===== config.mk =====
export PLATFORM = sky130hd
export DESIGN_NAME = rf_port_master_flat
export DESIGN_NICKNAME = d
export VERILOG_FILES = /design/src/rtl/rf_port_master_if.sv /design/src/rtl/rf_port_master.sv /design/src/flat_wrapper.sv
export SDC_FILE = /design/constraint.sdc
export NUM_CORES = 1
export LEC_CHECK = 0
export ABC_AREA = 1
export CORE_MARGIN = 1
export CORE_UTILIZATION = 46
export CTS_BUF_LIST = sky130_fd_sc_hd__clkbuf_16
export CTS_CLUSTER_SIZE = 28
export DETAILED_ROUTE_END_ITERATION = 10
export PLACE_DENSITY = 0.87
export RECOVER_POWER = 25
export REMOVE_ABC_BUFFERS = 1
export SYNTH_ARGS = -nofsm -noshare
export SYNTH_HDL_FRONTEND = slang
export SYNTH_SLANG_ARGS = --single-unit

===== constraint.sdc =====
create_clock -name clk -period 4 [get_ports clk]
set_clock_uncertainty 0.1 [all_clocks]
set_input_delay 0.6 -clock clk [delete_from_list [all_inputs] [get_ports clk]]
set_output_delay 0.6 -clock clk [all_outputs]
set_load 0.02 [all_outputs]

===== src/rtl/rf_port_master_if.sv =====
// rf_port_master_if: command and response handshake bundle between a sequencer and rf_port_master
interface rf_port_master_if #(
  parameter int ADDR_W = 5,
  parameter int DATA_W = 32
);
  logic              cmd_valid;
  logic              cmd_ready;
  logic              cmd_write;
  logic [ADDR_W-1:0] cmd_a;
  logic [ADDR_W-1:0] cmd_b;
  logic [DATA_W-1:0] cmd_wd;
  logic              rsp_valid;
  logic              rsp_ready;
  logic [DATA_W-1:0] rsp_rd1;
  logic [DATA_W-1:0] rsp_rd2;
  modport master (
    output cmd_valid, cmd_write, cmd_a, cmd_b, cmd_wd, rsp_ready,
    input  cmd_ready, rsp_valid, rsp_rd1, rsp_rd2
  );
  modport slave (
    input  cmd_valid, cmd_write, cmd_a, cmd_b, cmd_wd, rsp_ready,
    output cmd_ready, rsp_valid, rsp_rd1, rsp_rd2
  );
endinterface


===== src/rtl/rf_port_master.sv =====
// rf_port_master: FIFO-buffered in-order initiator for a 2R/1W register file.
// Define RF_PORT_BYPASS_EN to let a command skip the empty FIFO straight into the issue stage.
module rf_port_master #(
  parameter int ADDR_W = 5,
  parameter int DATA_W = 32,
  parameter int DEPTH  = 4
) (
  input  logic              clk,
  input  logic              rst_n,
  rf_port_master_if.slave   bus,
  output logic              rf_we3_o,
  output logic [ADDR_W-1:0] rf_a1_o,
  output logic [ADDR_W-1:0] rf_a2_o,
  output logic [ADDR_W-1:0] rf_a3_o,
  output logic [DATA_W-1:0] rf_wd3_o,
  input  logic [DATA_W-1:0] rf_rd1_i,
  input  logic [DATA_W-1:0] rf_rd2_i,
  output logic              busy_o
);
  localparam int PW = $clog2(DEPTH);
  typedef struct packed {
    logic              wr;
    logic [ADDR_W-1:0] a;
    logic [ADDR_W-1:0] b;
    logic [DATA_W-1:0] wd;
  } cmd_t;
  typedef enum logic [1:0] {ISS_IDLE, ISS_WRITE, ISS_READ} iss_e;
  cmd_t              mem_q [DEPTH];
  logic [PW:0]       wp_q, wp_d, rp_q, rp_d;
  iss_e              st_q, st_d;
  logic [ADDR_W-1:0] a1_q, a1_d, a2_q, a2_d, a3_q, a3_d;
  logic [DATA_W-1:0] wd3_q, wd3_d, rd1_q, rd1_d, rd2_q, rd2_d;
  logic              rsp_valid_q, rsp_valid_d;
  cmd_t              inc, head, ld_cmd;
  logic              empty, full, acc, iss_ret, ld_ok, pop, byp, push, ld, capture;
  assign inc   = {bus.cmd_write, bus.cmd_a, bus.cmd_b, bus.cmd_wd};
  assign head  = mem_q[rp_q[PW-1:0]];
  assign empty = wp_q == rp_q;
  // extra pointer bit distinguishes full from empty when indices match
  assign full  = (wp_q ^ rp_q) == {1'b1, {PW{1'b0}}};
  assign acc   = bus.cmd_valid & ~full;
  // a write always retires; a read retires only when the response slot frees
  assign iss_ret = (st_q == ISS_WRITE) | ((st_q == ISS_READ) & (~rsp_valid_q | bus.rsp_ready));
  assign ld_ok   = (st_q == ISS_IDLE) | iss_ret;
  assign pop     = ld_ok & ~empty;
`ifdef RF_PORT_BYPASS_EN
  assign byp     = ld_ok & empty & acc;
`else
  assign byp     = 1'b0;
`endif
  assign push    = acc & ~byp;
  assign ld      = pop | byp;
  assign ld_cmd  = pop ? head : inc;
  assign capture = (st_q == ISS_READ) & iss_ret;
  always_comb begin
    st_d        = ld ? (ld_cmd.wr ? ISS_WRITE : ISS_READ) : (iss_ret ? ISS_IDLE : st_q);
    a1_d        = (ld & ~ld_cmd.wr) ? ld_cmd.a : a1_q;
    a2_d        = (ld & ~ld_cmd.wr) ? ld_cmd.b : a2_q;
    a3_d        = (ld & ld_cmd.wr) ? ld_cmd.a : a3_q;
    wd3_d       = (ld & ld_cmd.wr) ? ld_cmd.wd : wd3_q;
    rsp_valid_d = capture | (rsp_valid_q & ~bus.rsp_ready);
    rd1_d       = capture ? rf_rd1_i : rd1_q;
    rd2_d       = capture ? rf_rd2_i : rd2_q;
    wp_d        = wp_q + (PW+1)'(push);
    rp_d        = rp_q + (PW+1)'(pop);
  end
  always_ff @(posedge clk or negedge rst_n) begin
    if (!rst_n) begin
      st_q        <= ISS_IDLE;
      wp_q        <= '0;
      rp_q        <= '0;
      a1_q        <= '0;
      a2_q        <= '0;
      a3_q        <= '0;
      wd3_q       <= '0;
      rsp_valid_q <= 1'b0;
      rd1_q       <= '0;
      rd2_q       <= '0;
    end else begin
      st_q        <= st_d;
      wp_q        <= wp_d;
      rp_q        <= rp_d;
      a1_q        <= a1_d;
      a2_q        <= a2_d;
      a3_q        <= a3_d;
      wd3_q       <= wd3_d;
      rsp_valid_q <= rsp_valid_d;
      rd1_q       <= rd1_d;
      rd2_q       <= rd2_d;
    end
  end
  always_ff @(posedge clk) begin
    if (push) mem_q[wp_q[PW-1:0]] <= inc;
  end
  assign bus.cmd_ready = ~full;
  assign bus.rsp_valid = rsp_valid_q;
  assign bus.rsp_rd1   = rd1_q;
  assign bus.rsp_rd2   = rd2_q;
  assign rf_we3_o      = st_q == ISS_WRITE;
  assign rf_a1_o       = a1_q;
  assign rf_a2_o       = a2_q;
  assign rf_a3_o       = a3_q;
  assign rf_wd3_o      = wd3_q;
  assign busy_o        = ~empty | (st_q != ISS_IDLE) | rsp_valid_q;
endmodule

===== src/flat_wrapper.sv =====
// flat-port wrapper written by rule: the top's interface ports become plain ports
module rf_port_master_flat 
#(
  parameter int ADDR_W = 5,
  parameter int DATA_W = 32,
  parameter int DEPTH  = 4
)
  (clk, rst_n, rf_we3_o, rf_a1_o, rf_a2_o, rf_a3_o, rf_wd3_o, rf_rd1_i, rf_rd2_i, busy_o, bus_cmd_valid, bus_cmd_write, bus_cmd_a, bus_cmd_b, bus_cmd_wd, bus_rsp_ready, bus_cmd_ready, bus_rsp_valid, bus_rsp_rd1, bus_rsp_rd2);
  rf_port_master_if #(.ADDR_W(ADDR_W), .DATA_W(DATA_W)) bus_i ();
  input  logic clk;
  input  logic rst_n;
  output logic rf_we3_o;
  output logic [ADDR_W-1:0] rf_a1_o;
  output logic [ADDR_W-1:0] rf_a2_o;
  output logic [ADDR_W-1:0] rf_a3_o;
  output logic [DATA_W-1:0] rf_wd3_o;
  input  logic [DATA_W-1:0] rf_rd1_i;
  input  logic [DATA_W-1:0] rf_rd2_i;
  output logic busy_o;
  input wire logic [$bits(bus_i.cmd_valid)-1:0] bus_cmd_valid;
  input wire logic [$bits(bus_i.cmd_write)-1:0] bus_cmd_write;
  input wire logic [$bits(bus_i.cmd_a)-1:0] bus_cmd_a;
  input wire logic [$bits(bus_i.cmd_b)-1:0] bus_cmd_b;
  input wire logic [$bits(bus_i.cmd_wd)-1:0] bus_cmd_wd;
  input wire logic [$bits(bus_i.rsp_ready)-1:0] bus_rsp_ready;
  output wire logic [$bits(bus_i.cmd_ready)-1:0] bus_cmd_ready;
  output wire logic [$bits(bus_i.rsp_valid)-1:0] bus_rsp_valid;
  output wire logic [$bits(bus_i.rsp_rd1)-1:0] bus_rsp_rd1;
  output wire logic [$bits(bus_i.rsp_rd2)-1:0] bus_rsp_rd2;
  assign bus_i.cmd_valid = bus_cmd_valid;
  assign bus_i.cmd_write = bus_cmd_write;
  assign bus_i.cmd_a = bus_cmd_a;
  assign bus_i.cmd_b = bus_cmd_b;
  assign bus_i.cmd_wd = bus_cmd_wd;
  assign bus_i.rsp_ready = bus_rsp_ready;
  assign bus_cmd_ready = bus_i.cmd_ready;
  assign bus_rsp_valid = bus_i.rsp_valid;
  assign bus_rsp_rd1 = bus_i.rsp_rd1;
  assign bus_rsp_rd2 = bus_i.rsp_rd2;
  rf_port_master #(.ADDR_W(ADDR_W), .DATA_W(DATA_W), .DEPTH(DEPTH)) u_core (.clk(clk), .rst_n(rst_n), .bus(bus_i), .rf_we3_o(rf_we3_o), .rf_a1_o(rf_a1_o), .rf_a2_o(rf_a2_o), .rf_a3_o(rf_a3_o), .rf_wd3_o(rf_wd3_o), .rf_rd1_i(rf_rd1_i), .rf_rd2_i(rf_rd2_i), .busy_o(busy_o));
endmodule

==> results.toml <==
[outcome]
status = "finished with violations"
violations = "capacitance limit, slew limit"

[timing]
hold_ws_ns = 0.3816
layout_min_cycle_time_ns = 3.276
rsz0062_at_grt = "no"
slew_violations = 102
finalCritPeriodShare_pct = 81.89
hold_viol = 0
finalSetupViolCount = 0
postLayoutSetupSlackWorst_ns = 0.7242
slew_headroom_pct = -73.10
tightest_slew_ns = 2.596
max_freq_mhz = 305.3

[cts]
numCtsBuffers = 28
cts_tree = "done"
post_cts_buffers = 0
cts-hold-fix-buffers = 0
clock_sinks = 292
h-tree-depth = 1
clk_pin_slew_ns = 0.06
cts_root_buf = "clkbuf_16"
ctsResizeCount = 0
clkLatencyLatePin_ns = 0.55
cts_buffer_depth = 3

[worst_setup_path]
worst-setup-path-type = "flip-flop to primary output"
crit_path_max_incr_delay_ns = 0.65
required_ns = 3.30
crit_family = "buffers and inverters"
path_buf_inv = 2
crit_chain = "buf_4, nand2_1, nand2_2, nand4_1, clkdlybuf4s50_1"
startpoint = "u_core.rp_q[0]"
slowest_stage = "buf_4"
rr_startpoint = "u_core.rp_q[0]"
cp.arrival_ns = 2.58
path_max_fanout = 88
end_kind = "primary output"
startpoint_type = "flip-flop"

[synth]
ys_async_sr_fraction_pct = 41.10
synth_compound_gate_area_share_pct = 5.514
synth_cell_types = 24
synthXorXnorAreaFrac_pct = 0.1576
synth_edf_count = 172
synth_commonest_cells = "edfxtp_1 (172), nand2_1 (148), dfrtp_1 (120)"
syn_inst = 848
synthTopCellsByArea = "edfxtp_1 (46%), dfrtp_1 (27%), mux2_2 (6.5%)"
avgSynthCellArea_um2 = 13.11
synthSimpleGateAreaFrac_pct = 10.92
ys_seq_area_share_pct = 73.46
synth_top_area_share_pct = 46.46
synth_mux_area_share_pct = 6.482
synth_top_area_cell = "edfxtp_1"
synth_ff_type = "edfxtp_1"
syn_area_um2 = 11120
synth_top_family_by_area = "simple AND/OR/NAND/NOR gates"
ys_ff_latch = 292
synth_fa_ha_area_share_pct = 0.4501
synth.most_common_cell = "edfxtp_1"
yosys_warnings = 0

[floorplan]
die_h_um = 157.5
die_w_um = 157.5
initial_core_util_pct = 47.09
pin_count = 226
die_area_um2 = 24800
fp-row-count = 56
coreArea_um2 = 23610

[placed_design]
place_ws_ns = 1.143
placedCellCount = 1359
gp_congestion = 0.7757
dpl.hpwl_um = 15880
detailed_place.area_um2 = 13680
numPortBuffers = 225

[layout]
stdcell_count = 1416
area_growth_pct = 31.61
nNetsFinal = 1185
final_util_pct = 61.97
fin_area_um2 = 14630
drive_gt1_share_pct = 12.73

[power]
leakagePower_nw = 5.763
vdd_drop_max_v = 0.0005155
power_density_nw_per_um2 = 868.8

[worst_hold_path]
hp-start = "u_core.rf_wd3_o[30]"
hp-class = "flip-flop to flip-flop"

[routing]
routed_wl_um = 25980
dr.max_layer_used = "met5"
drt_first_pass_iters = 5
via_count = 7378
drc_errors = 0
drtIter0Drc = 489
wl_met1_um = 9922
wire_per_inst_um = 18.35
dr_wl_met3_um = 2255
routed_via_density = 5.210
routed-wl-met2_um = 13170
postRouteAntennaNets = 0

[flow_run]
drv_cap = 1

[global_route]
grt.total_usage_pct = 21.15
antenna_found_initial = 9
gr-total-overflow = 0
grt_max_degree = 102
grt_pass1_wl_um = 39870
grt_pass1_vias = 7489
## report_power, final
group	leakage [nW]	total, W	switching (W)	internal [W]
clock	0.466	0.00266	0.00112	0.00154
combinational	2.29	0.00535	0.00319	0.00216
sequential	3.00	0.00470	0.000436	0.00427
total	5.76	0.0127	0.00474	0.00797
## flip-flops by register name, summed over array words and instances (netlist names), 3 cells and up
name and flops:
u_core.mem_q 172, u_core.bus.rsp_rd1 32, u_core.bus.rsp_rd2 32, u_core.rf_wd3_o 32, u_core.rf_a1_o 5, u_core.rf_a2_o 5, u_core.rf_a3_o 5, u_core.rp_q 3
u_core.wp_q 3
## kinds of logic (layout without fill, tap and decap cells)
kind of cell             Yosys count  count (layout)
XOR/XNOR                           2               2
adder cells (fa/ha/maj)            4               4
other                              0               5
buffers and inverters             77             321
AND/OR/NAND/NOR                  295             295
AO/OA/AOI/OAI                    114             114
flip-flops                       292             292
multiplexers                      64              64
## final timing paths
check	end	cells past startpoint	slack [ns]
setup / recovery	bus_cmd_ready	5	0.72
hold / removal	u_core.rf_wd3_o[30]	2	0.38
setup reg to reg	u_core.rf_wd3_o[31]	9	1.20
hold reg to reg	u_core.rf_wd3_o[30]	2	0.38
max in group asynchronous	u_core.rp_q[0]	1	1.38
min in group asynchronous	u_core.bus.rsp_rd1[22]	1	0.72
## per-stage QoR
step	power, W	TNS (ns)
floorplan	0.007838	-451.00
global placement	0.009932	0
detailed placement	0.01016	0
CTS	0.01285	0
global route	0.01352	0
finish	0.01271	0
## final cells by class
type	instances	area, µm²
Fill cell	1737	8980
Sequential cell	292	8169
Multi-Input combinational cell	479	2653
Timing Repair Buffer	236	2330
Clock buffer	28	700.7
Tap cell	319	399.1
Clock inverter	24	245.2
Inverter	33	123.9
Antenna cell	5	12.51
## routing by layer
metal	track usage, %	vias up
li1	-	3422
met1	24.30	3609
met2	37.32	286
met3	5.699	53
met4	8.507	8
met5	0	-
## cell usage in the layout, fill, tap and decap left out
cell type,n
clkdlybuf4s50_1,181
edfxtp_1,172
nand2_1,148
dfrtp_1,119
nor2_1,87
o21ai_0,80
mux2_2,64
nand3_1,45
dlygate4sd3_1,43
o22ai_1,34
inv_1,32
clkbuf_16,28
buf_4,11
clkinv_2,6
diode_2,5
inv_2,4
nor3_2,4
ha_1,4
clkinvlp_4,4
bufinv_16,4
clkinv_1,3
clkinv_4,3
nand2_2,2
nand3_4,2
nand4_1,2
xor2_1,2
nand2_4,1
nor3_1,1
nor2_4,1
nand3_2,1
nor2_2,1
clkinv_8,1
clkbuf_2,1
dfrtp_2,1
## tightest hold or removal path, cell delays in order, from the launching register on
cell and delay, ns:
dfrtp_1 0.34, nand2_1 0.05, nand2_1 0.05
Power figures use the tool's default switching activity.
